==> config.mk <==
export PLATFORM = sky130hd
export DESIGN_NAME = pmp_csr_file
export DESIGN_NICKNAME = d
export VERILOG_FILES = /design/src/rtl/pmp_csr_file.sv
export SDC_FILE = /design/constraint.sdc
export NUM_CORES = 1
export LEC_CHECK = 0
export ABC_AREA = 0
export BUFFER_PORTS_ARGS = -buffer_cell sky130_fd_sc_hd__buf_2
export CAP_MARGIN = 20
export CELL_PAD_IN_SITES_DETAIL_PLACEMENT = 0
export CELL_PAD_IN_SITES_GLOBAL_PLACEMENT = 1
export CORE_MARGIN = 2
export CORE_UTILIZATION = 40
export CTS_CLUSTER_SIZE = 8
export DETAILED_ROUTE_END_ITERATION = 16
export GPL_TIMING_DRIVEN = 0
export PLACE_DENSITY_LB_ADDON = 0.25
export SYNTH_ARGS = -nofsm -noshare
export SYNTH_HDL_FRONTEND = slang
export SYNTH_SLANG_ARGS = --single-unit
==> constraint.sdc <==
create_clock -name clock -period 3.06 [get_ports clock]
set_clock_uncertainty 0.15 [all_clocks]
set_input_delay 0.153 -clock clock [delete_from_list [all_inputs] [get_ports clock]]
set_output_delay 0.153 -clock clock [all_outputs]
set_load 0.03 [all_outputs]
==> src/rtl/pmp_csr_file.sv <==
// pmp_csr_file: machine-mode CSR owner of the PMP state (pmpcfg0, pmpaddr0..N-1).
// Accepts CSR read/write requests through a single-entry response buffer, applies
// WARL and lock legalisation, and drives the per-entry cfg/addr buses for the checker.
//
// Optional feature macro: PMP_DBG_UNLOCK_EN adds dbg_mode, which bypasses all lock
// checks for requests accepted while it is high (L bits may then be cleared).
//
// Ports:
//   clock, reset_n          block clock, asynchronous active-low reset
//   req_valid/req_ready     request handshake (req_ready = !resp_valid | resp_ready)
//   req_write/addr/wdata    CSR number, write flag and write data
//   resp_valid/resp_ready   response handshake, response held until consumed
//   resp_rdata/resp_err     pre-write CSR value, illegal-CSR flag
//   pmp_cfg/pmp_addr        registered per-entry configuration and address buses
//   cfg_changed             one-cycle pulse when a write changed stored state
module pmp_csr_file #(
  parameter int unsigned NUM_ENTRIES = 4,
  parameter int unsigned ADDR_W      = 30
) (
  input  logic                          clock,
  input  logic                          reset_n,
`ifdef PMP_DBG_UNLOCK_EN
  input  logic                          dbg_mode,
`endif
  input  logic                          req_valid,
  output logic                          req_ready,
  input  logic                          req_write,
  input  logic [11:0]                   req_addr,
  input  logic [31:0]                   req_wdata,
  output logic                          resp_valid,
  input  logic                          resp_ready,
  output logic [31:0]                   resp_rdata,
  output logic                          resp_err,
  output logic [8*NUM_ENTRIES-1:0]      pmp_cfg,
  output logic [ADDR_W*NUM_ENTRIES-1:0] pmp_addr,
  output logic                          cfg_changed
);

  localparam logic [11:0] CSR_PMPCFG0  = 12'h3A0;
  localparam logic [11:0] CSR_CFG_LAST = 12'h3A3;
  localparam logic [11:0] CSR_PMPADDR0 = 12'h3B0;
  localparam logic [1:0]  A_TOR        = 2'b01;

  logic [NUM_ENTRIES-1:0][7:0]        cfg_q, cfg_d;
  logic [NUM_ENTRIES-1:0][ADDR_W-1:0] addr_q, addr_d;
  logic                               resp_valid_d, resp_err_d, cfg_changed_d;
  logic [31:0]                        resp_rdata_d, rd_value;
  logic [NUM_ENTRIES:0]               tor_lock;
  logic                               accept, known, lock_bypass;
  logic                               unused_wdata;

`ifdef PMP_DBG_UNLOCK_EN
  assign lock_bypass = dbg_mode;
`else
  assign lock_bypass = 1'b0;
`endif

  assign req_ready    = !resp_valid || resp_ready;
  assign accept       = req_valid && req_ready;
  assign pmp_cfg      = cfg_q;
  assign pmp_addr     = addr_q;
  // Bits 6:5 of each cfg byte and bytes beyond NUM_ENTRIES are discarded by design.
  assign unused_wdata = ^req_wdata;

  // Mapped range: pmpcfg0..3 (only pmpcfg0 backed) and the whole pmpaddr0..15 block.
  assign known = ((req_addr >= CSR_PMPCFG0) && (req_addr <= CSR_CFG_LAST)) ||
                 (req_addr[11:4] == CSR_PMPADDR0[11:4]);

  // Entry i locked with A=TOR also freezes pmpaddr i-1 (its lower bound).
  always_comb begin
    tor_lock = '0;
    for (int i = 0; i < NUM_ENTRIES; i++) begin
      tor_lock[i] = cfg_q[i][7] && (cfg_q[i][4:3] == A_TOR);
    end
  end

  // Pre-write read value of the addressed CSR; unbacked CSRs read 0.
  always_comb begin
    rd_value = '0;
    if (req_addr == CSR_PMPCFG0) begin
      for (int i = 0; i < NUM_ENTRIES; i++) begin
        rd_value[8*i +: 8] = cfg_q[i];
      end
    end
    for (int i = 0; i < NUM_ENTRIES; i++) begin
      if (req_addr == CSR_PMPADDR0 + 12'(i)) begin
        rd_value = 32'(addr_q[i]);
      end
    end
  end

  // Next state: response buffer, legalised writes and change detection.
  always_comb begin
    cfg_d         = cfg_q;
    addr_d        = addr_q;
    resp_valid_d  = resp_valid;
    resp_rdata_d  = resp_rdata;
    resp_err_d    = resp_err;
    cfg_changed_d = 1'b0;
    if (accept) begin
      resp_valid_d = 1'b1;
      resp_err_d   = !known;
      resp_rdata_d = known ? rd_value : 32'h0;
      if (req_write && known) begin
        for (int i = 0; i < NUM_ENTRIES; i++) begin
          // WARL: bits 6:5 forced 0, W=1/R=0 collapses to W=0.
          if ((req_addr == CSR_PMPCFG0) && (lock_bypass || !cfg_q[i][7])) begin
            cfg_d[i] = {req_wdata[8*i+7], 2'b00, req_wdata[8*i+3 +: 2],
                        req_wdata[8*i+2], req_wdata[8*i+1] & req_wdata[8*i],
                        req_wdata[8*i]};
          end
          if ((req_addr == CSR_PMPADDR0 + 12'(i)) &&
              (lock_bypass || !(cfg_q[i][7] || tor_lock[i+1]))) begin
            addr_d[i] = req_wdata[ADDR_W-1:0];
          end
        end
        cfg_changed_d = (cfg_d != cfg_q) || (addr_d != addr_q);
      end
    end else if (resp_ready) begin
      resp_valid_d = 1'b0;
    end
  end

  // State and output registers.
  always_ff @(posedge clock or negedge reset_n) begin
    if (!reset_n) begin
      cfg_q       <= '0;
      addr_q      <= '0;
      resp_valid  <= 1'b0;
      resp_rdata  <= '0;
      resp_err    <= 1'b0;
      cfg_changed <= 1'b0;
    end else begin
      cfg_q       <= cfg_d;
      addr_q      <= addr_d;
      resp_valid  <= resp_valid_d;
      resp_rdata  <= resp_rdata_d;
      resp_err    <= resp_err_d;
      cfg_changed <= cfg_changed_d;
    end
  end

endmodule

* After elaboration in Yosys (flattened, before gate mapping) *
Cells that the tools add are included.

storage, ports and cells
  input bits = 49
  output and inout port bits = 188
  logic and storage cells = 94
  bits in registers = 187

cells by class
  bitwise operators = 4
  magnitude comparators = 2
  multiplexer cells = 34
  reduce and logical (&&, ||, !) cells = 31
  equal/unequal tests = 11

operators by type and width
  operator                                                count
  2-to-1 mux 30 bit                                       12
  2-to-1 mux 32 bit                                       6
  inequality test 120 bit                                 1
  2-to-1 mux 8 bit                                        12
  == test 12 x 10 -> 1 bit (second input constant)        5
  inequality test 32 bit                                  1
  logical AND 1 bit                                       14
  >= comparator 12 x 10 -> 1 bit (second input constant)  1
  <= comparator 12 x 10 -> 1 bit (second input constant)  1
  logical NOT 1 bit                                       9
  == test 8 x 6 -> 1 bit (second input constant)          1
  == test 2 x 1 -> 1 bit (second input constant)          3
  logical OR 1 bit                                        6
  bitwise AND 1 bit                                       4
  2-to-1 mux 1 bit                                        4
  AND reduction 2 bit                                     1
  nonzero test 2 bit                                      1

* Depth between registers and ports, before layout *
Gate-level depths: netlist of the first run.

  depth after elaboration = 12
  mapped depth = 9
  depth with buffers taken out = 7

* Worst setup path after synthesis of the first run *
OpenSTA, ideal clock, no wires.

  path type = register to register
  from = register resp_valid
  to = register addr_q, in the netlist pmp_addr[103]
  arrival = 2366 ps
  buffers on the path = 1
  setup slack = 419 ps
  cell stages (with the launch flop) = 8
  setup time = 125 ps
  period minus slack after synthesis = 2641 ps
  required time = 2785 ps
  cells stage by stage = dfrtp_1 > nand2b_1 > nand2_1 > nor3b_4 > nand2_2 > nor3_2 > buf_2 > mux2_2

between the ends
  longest elaborated chain between the ends = 4

ends and longest elaborated chain
  item                           RTL line  RTL
  from (decl)                    30        output logic resp_valid,
  from (signal assigned)         136       resp_valid <= resp_valid_d;
  logical NOT 1 bit              58        assign req_ready = !resp_valid || resp_ready;
  logical OR 1 bit               58
  named net req_ready            26        output logic req_ready,
  logical AND 1 bit              59        assign accept = req_valid && req_ready;
  AND reduction 2 bit (no line)  n/a
  to (signal assigned)           135       addr_q <= addr_d;
  to (decl)                      45        logic [NUM_ENTRIES-1:0][ADDR_W-1:0] addr_q, addr_d;

The timed path passes the listed nets, and every way through them passes these cells.
A chain may end at the register's enable or synchronous reset.

* Final worst setup path of the first run *
  from = input port req_wdata[25]
  to = register cfg_changed

between the ends
  longest elaborated chain between the ends = 8
  elaborated cells on any way between the ends = 21
  classes of those cells = eq/ne (2); mux (17); bitwise (1); reduce/logical (1)

ends and longest elaborated chain
  item                     RTL line  RTL
  from (decl)              29        input logic [31:0] req_wdata,
  bitwise AND 1 bit        109       req_wdata[8*i+2], req_wdata[8*i+1] & req_wdata[8*i],
  2-to-1 mux 8 bit         107       if ((req_addr == CSR_PMPCFG0) && (lock_bypass || !cfg_q[i][7])) begin
  2-to-1 mux 8 bit         104       if (req_write && known) begin
  2-to-1 mux 8 bit         100       if (accept) begin
  inequality test 32 bit   117       cfg_changed_d = (cfg_d != cfg_q) || (addr_d != addr_q);
  logical OR 1 bit (*)     117
  2-to-1 mux 1 bit (*)     104
  2-to-1 mux 1 bit (*)     100
  named net cfg_changed_d  46        logic resp_valid_d, resp_err_d, cfg_changed_d;
  to (signal assigned)     139       cfg_changed <= cfg_changed_d;
  to (decl)                36        output logic cfg_changed

Mark *: on every way through the listed nets, which the timed path passes. The rest lies on a longest branch. The select of a mux whose other input is x is not followed.

==> results by group, run 1 <==
Run status
  • Status: finished, violations left
  • Violated checks: setup timing

Timing
  • Final Worst Setup Slack: -0.00314 ns
  • Slew Limit Fails: 0
  • Slew headroom: 39.9%
  • Setup TNS: -0.00314 ns
  • Final setup vio count: 1
  • Least-Margin Pin Slew: 0.902 ns
  • Minimum clock period: 3.06 ns
  • Unrepaired setup endpoints after global routing: false
  • Final hold vios: 0
  • Period utilization: 100%
  • Worst hold slack: 0.00293 ns
  • Max Fclk: 326 MHz

Clocking
  • Worst-Skew Late Latency: 0.44 ns
  • Root buf cell: clkbuf_16
  • CTS sink cnt: 187
  • Clk slew on worst S/H paths: 0.08 ns
  • CTS tree: built
  • CTS H-tree depth: 4
  • CTS buffer count: 17
  • Clk buf depth: 2

GRT
  • Gr ovfl total: 0
  • Tot GR Track Use: 34.4%
  • Largest net degree at the start of global routing: 100
  • Via count of the first global-routing pass: 8907
  • Antenna violations before repair: 0
  • First-pass GRT wire length: 61.1 mm

Die
  • Die Ht: 158 um
  • Chip width: 158 um
  • Starting Density: 40.7%
  • Rows: 56
  • Ports: 237
  • DIE AREA: 0.0251 mm^2
  • Core Box Area: 0.0234 mm^2

Yosys
  • Mapped Area: 0.00954 mm^2
  • Post-synthesis compound-gate area fraction: 21.6%
  • Post-Synth Simple-Gate Area: 12.0%
  • Count of cell types in the netlist: 58
  • XOR/XNOR share of the synthesized area: 6.06%
  • Register area share after synthesis: 49.1%
  • Syn_area_per_cell: 9.38 um^2
  • Syn Nets: 1066
  • Yosys warning count: 0
  • Syn Inst Count: 1017
  • EDFF count, synth: 0
  • Synth async-reset ratio: 100%
  • Combinational family with the most area after synthesis: compound AO/OA/AOI/OAI gates
  • Mux cell area share after synthesis: 5.55%
  • Synth Area in Adders: 0%
  • Most used DFF post-synth: dfrtp_1
  • #FFs+latches synth: 187

Route
  • WL/cell: 26.7 um
  • DRC viols: 0
  • Post-Route WL: 43.0 mm
  • Vias: 9624
  • First-pass detailed-route iteration total: 5
  • Initial DRC count: 1108
  • Antenna viol nets, final: 0
  • Via/cell ratio: 5.98

Critical path
  • Critical path class: in2reg
  • Worst-path cell chain: dlygate4sd3_1, buf_2, inv_1, a2111oi_0, nand4_1, nor4b_2, a21oi_1, o41ai_2, a41oi_1
  • Max Fanout on Critical Path: 7
  • Reg-to-Reg Start: pmp_addr[76]
  • CP Capture Type: flip-flop
  • CP peak stage delay: 0.54 ns
  • Critical path data required time: 3.19 ns
  • Slowest-stage cell, CP: dlygate4sd3_1
  • CP Launch Type: primary input
  • Critical Path AT: 3.19 ns
  • CP Launch Point: req_wdata[25]

Layout
  • Synth-to-layout area growth: 24.5%
  • Diodes inserted: 0
  • Fin nets: 1326
  • Final instance area: 0.0119 mm^2
  • Share of layout cells above drive strength 1: 26.7%

Power
  • Leakage: 5.65 nW
  • Power Total: 5.14 mW
  • Clk pwr share: 44.1%
  • Sequential power share: 48.0%
  • Pwr dens: 433 mW/mm^2
  • Sw power: 1.41 mW
  • Sw Ratio: 27.3%
  • Power Internal: 3.74 mW
  • Worst VDD drop: 0.309 mV
  • Gate power share: 7.8%

Place
  • Post-DP Area: 0.0111 mm^2
  • Gp weighted congestion: 0.926
  • Dpl ws: -0.0851 ns
  • HPWL after DPL: 33.0 mm
  • Port bufs: 219

Worst hold path
  • Worst Hold Class: in2reg
  • Worst hold path startpoint: req_wdata[9]

Job
  • MaxCap Viol Count: 0
## worst max-delay path: cells and delay by family
family          cells  cell delay, ns
compound gates      4            1.31
buf+inv             3            1.00
simple gates        2            0.72
## what timing repair did
item                                    4_1_cts  5_1_grt
hold buffers                                 19        0
endpoints found under the setup margin       11       29
buffers inserted                              0        2
resized for setup                             2        1
hold endpoints to repair                    114        0
pin swaps                                     0        1
## per-layer routing
metal  part of all wire, %  global-route usage (%)  wire [um]
met1                    42                    47.1      18100
met2                    46                    54.5      19800
met3                   8.6                    7.51       3690
met4                   3.1                    11.4       1340
met5                     0                       0          0
## power by group through the flow
stage               Combinational, mW  Clock, mW  Sequential, mW
finish                          0.401       2.27            2.47
global route                    0.428       2.38            2.47
CTS                             0.394       2.27            2.47
detailed placement              0.373          0            2.52
global placement                0.369          0            2.52
floorplan                       0.165          0            2.52
## cells by family (layout without fill, tap and decap cells)
group           after synthesis  in the layout
compound gates              340            340
simple gates                248            248
mux                          47             47
buf+inv                     129            402
xor+xnor                     66             66
flops                       187            187
## layout by cell type, fill, tap and decap left out, drive strengths merged, types with 14 or more instances in the layout
cell type    synthesis  layout
clkbuf              41      58
o21ai              187     187
a221oi              39      39
nor4                14      14
o22ai               29      29
buf                 33     255
mux2                47      47
nand2              164     164
a21oi               38      38
dfrtp              187     187
dlygate4sd3          0      19
inv                 53      61
xor2                33      33
nor2                14      14
xnor2               33      33
## stage by stage
stage | utilization [%] | std cells
after floorplan | - | 1017
after global placement | 47.1 | 1555
after detailed placement | 47.3 | 1556
after CTS | 50.6 | 1607
after global routing | 50.7 | 1609
final | 50.7 | 1609
## Yosys cell counts, drive strengths merged, types with 2 or more instances
cell,n,share of area [%]
a21o,4,0.33
a21oi,38,2.0
a221o,2,0.21
a221oi,39,3.6
a222oi,8,0.84
a22o,4,0.37
a22oi,2,0.16
a2bb2oi,2,0.18
a31oi,3,0.20
a41oi,2,0.18
and3,3,0.20
buf,33,1.9
clkbuf,41,1.6
clkinv,2,0.079
dfrtp,187,49
inv,53,2.1
mux2,47,5.6
nand2,164,6.5
nand2b,3,0.20
nand3,6,0.31
nand3b,3,0.24
nand4,9,0.59
nor2,14,0.55
nor2b,11,0.72
nor3,8,0.47
nor3b,4,0.43
nor4,14,1.1
o21ai,187,9.8
o221ai,4,0.37
o22ai,29,1.9
o2bb2ai,3,0.28
o31ai,4,0.31
o41ai,2,0.26
or3,4,0.26
or4,3,0.28
xnor2,33,3.0
xor2,33,3.0
## state kept, by name, indices dropped and copies added (netlist names)
name,count
pmp_cfg,32
cfg_changed,1
resp_valid,1
pmp_addr,120
resp_rdata,32
resp_err,1
## cell type report
type | count | area (um^2)
Fill cell | 2317 | 11500
Sequential cell | 187 | 4680
Multi-Input combinational cell | 701 | 4330
Timing Repair Buffer | 241 | 1340
Clock buffer | 17 | 425
Tap cell | 319 | 399
Buffer | 74 | 338
Inverter | 55 | 206
Clock inverter | 15 | 159
## worst paths after layout
check,endpoint,slack (ns),cells past startpoint
max,cfg_changed,-0.003,9
min in group asynchronous,pmp_cfg[30],0.13,2
min,pmp_addr[99],0.003,3
max in group asynchronous,pmp_addr[76],1.68,3
max reg2reg,cfg_changed,0.05,7
min reg2reg,resp_rdata[29],0.33,2
(Power assumes the default switching activity.)
==> run 2, diff against run 1 <==
Settings changed: BUFFER_PORTS_ARGS -buffer_cell sky130_fd_sc_hd__buf_2 to not set, CORE_UTILIZATION 40 to 43, DONT_BUFFER_PORTS set to 1.
Clock period 3.06 ns to 3.13 ns, I/O delays scaled along.
==> run 2 against run 1 <==
Effect of this change:
- the flow finishes with violations (hold timing)
- power down 1.1%
- cell count is 16% lower
- combinational power decreased by 25%
- clock power increased by 4%
- sequential share of layout area rose by 4.2 points
- worst setup slack improved by 0.051 ns
- register-to-register slack is essentially flat
- sequential power decreased by 2%
- first-iteration DRC count is 8.9% higher
- utilization down 1.5 points
- critical path depth down 2
- via count decreased by 8.2%
- critical path type is now reg2reg
- largest power group unchanged
==> results by group, run 2 (synthesized netlist as in run 1, its figures left out) <==
Route
  • DRC viols: 0 (unchanged)
  • Via/cell ratio: 6.55 (+9.5%)
  • Initial DRC count: 1207 (+8.9%)
  • WL/cell: 30.8 um (+15%)
  • First-pass detailed-route iteration total: 6 (+1)
  • Vias: 8833 (-8.2%)
  • Post-Route WL: 41.5 mm (-3.4%)
  • Antenna viol nets, final: 0 (unchanged)

GRT
  • First-pass GRT wire length: 60.1 mm (-1.5%)
  • Gr ovfl total: 0 (unchanged)
  • Antenna violations before repair: 1 (+1)
  • Tot GR Track Use: 35.3% (+0.88 points)
  • Via count of the first global-routing pass: 8326 (-6.5%)
  • Largest net degree at the start of global routing: 188 (+88%)

Power
  • Sw Ratio: 23.7% (-3.6 points)
  • Pwr dens: 473 mW/mm^2 (+9.4%)
  • Sw power: 1.20 mW (-14%)
  • Leakage: 4.55 nW (-20%)
  • Worst VDD drop: 0.326 mV (+5.6%)
  • Sequential power share: 47.6% (-0.4 points)
  • Power Internal: 3.88 mW (+3.8%)
  • Clk pwr share: 46.5% (+2.4 points)
  • Gate power share: 5.9% (-1.9 points)

Worst hold path
  • Worst Hold Class: in2async

Layout
  • Fin nets: 1107 (-17%)
  • Max reg flops: 120 (unchanged)
  • Most common cell after layout, fill and taps aside: dfrtp_1
  • Most frequent cells in the layout: dfrtp_1, nand2_1, o21ai_0
  • Share of layout cells above drive strength 1: 11.5% (-15 points)
  • Layout fillers: 2106 (-9.1%)
  • Synth-to-layout area growth: 12.6%
  • Diodes inserted: 0 (unchanged)
  • Final instance area: 0.0107 mm^2 (-9.6%)

Timing
  • Final Worst Setup Slack: 0.0475 ns (+0.0506 ns)
  • Final setup vio count: 0 (-1)
  • Period utilization: 98.5%
  • Unrepaired setup endpoints after global routing: false
  • Slew headroom: 44.4% (+4.5 points)
  • Slew Limit Fails: 0 (unchanged)
  • Worst hold slack: -0.742 ns (-0.745 ns)
  • Least-Margin Pin Slew: 0.835 ns (-0.0673 ns)
  • Final hold vios: 187 (+187)
  • Minimum clock period: 3.08 ns
  • Max Fclk: 324 MHz

Clocking
  • Clk slew on worst S/H paths: 0.07 ns (about the same)
  • Worst-Skew Late Latency: 0.45 ns (about the same)
  • Clk buf depth: 2 (unchanged)
  • CTS sink cnt: 187 (unchanged)
  • CTS tree: built
  • Root buf cell: clkbuf_16
  • CTS buffer count: 17 (unchanged)
  • CTS H-tree depth: 4 (unchanged)

Critical path
  • CP Capture Type: flip-flop
  • CP peak stage delay: 0.54 ns (about the same)
  • Critical Path AT: 3.21 ns (+0.02 ns)
  • Slowest-stage cell, CP: dfrtp_1
  • Max Fanout on Critical Path: 4 (-3)
  • Critical path class: reg2reg
  • CP Launch Type: flip-flop
  • Critical path data required time: 3.25 ns (+0.06 ns)
  • Cell family with most CP delay: compound AO/OA/AOI/OAI gates
  • WP buf/inv: 0 (-3)
  • Worst-path cell chain: xnor2_1, o221ai_1, nor3_1, nor4b_1, a21oi_1, o41ai_2, a41oi_1

Die
  • Core Box Area: 0.0218 mm^2 (-6.7%)
  • Starting Density: 43.7% (+2.9 points)
  • Ports: 237 (unchanged)
  • Chip width: 153 um (-3.5%)
  • DIE AREA: 0.0234 mm^2 (-6.8%)
  • Rows: 54 (-3.6%)
  • Die Ht: 153 um (-3.5%)

Place
  • HPWL after DPL: 30.8 mm (-6.8%)
  • Dpl ws: -0.322 ns (-0.236 ns)
  • Post-DP Area: 0.00989 mm^2 (-11%)
  • Gp weighted congestion: 0.961 (+3.8%)
  • Port bufs: 0 (-100%)

Job
  • MaxCap Viol Count: 0 (unchanged)

Run status
  • Violated checks: hold timing
  • Status: finished, violations left
run 2: what timing repair did:
item | CTS | global route
cloned | 0 | 0
buffers inserted | 2 | 0
hold buffers | 19 | 1
resized for setup | 1 | 4
endpoints found under the setup margin | 128 | 30
endpoints found under the hold margin | 251 | 188
pin swaps | 1 | 0
run 2: power groups by stage:
stage	clock (mW)	sequential [mW]	combinational (mW)
finish	2.36	2.42	0.300
global route	2.45	2.42	0.313
CTS	2.36	2.42	0.290
detailed placement	0	2.47	0.260
global placement	0	2.47	0.260
floorplan	0	2.47	0.161
run 2: per-stage QoR:
| stage | setup TNS, ns | power, mW | std cells | utilization, % |
|---|---|---|---|---|
| after floorplan | 0 | 2.63 | 1017 | - |
| after global placement | -17.56 | 2.72 | 1297 | 45.3 |
| after detailed placement | -17.45 | 2.73 | 1297 | 45.3 |
| after CTS | 0 | 5.07 | 1348 | 49.1 |
| after global routing | 0 | 5.18 | 1349 | 49.2 |
| final | 0 | 5.08 | 1349 | 49.2 |
run 2: area by class of cell:
class	count	area, um^2	area share (%)
Sequential cell	187	4680	43.6
Multi-Input combinational cell	701	4330	40.3
Clock buffer	24	512	4.77
Tap cell	280	350	3.26
Buffer	74	335	3.12
Timing Repair Buffer	22	215	2.00
Inverter	55	206	1.92
Clock inverter	6	109	1.01
run 2: final timing paths:
check                               start              to  slack (ns)  cells after the start
max                          pmp_addr[76]     cfg_changed        0.05                      7
min                               reset_n  resp_rdata[31]       -0.74                      0
max reg2reg                  pmp_addr[76]     cfg_changed        0.05                      7
min reg2reg                resp_rdata[30]  resp_rdata[30]        0.54                      2
max in group asynchronous         reset_n    pmp_addr[10]        3.34                      0
min in group clock           req_wdata[2]    pmp_addr[92]        0.01                      3
run 2: metal layers:
layer | vias to the layer above | wire, um | global-route usage (%)
li1 | 3707 | - | -
met1 | 4485 | 16800 | 48.8
met2 | 554 | 18700 | 53.3
met3 | 85 | 4390 | 8.79
met4 | 2 | 1640 | 14.6
met5 | - | 12 | 0
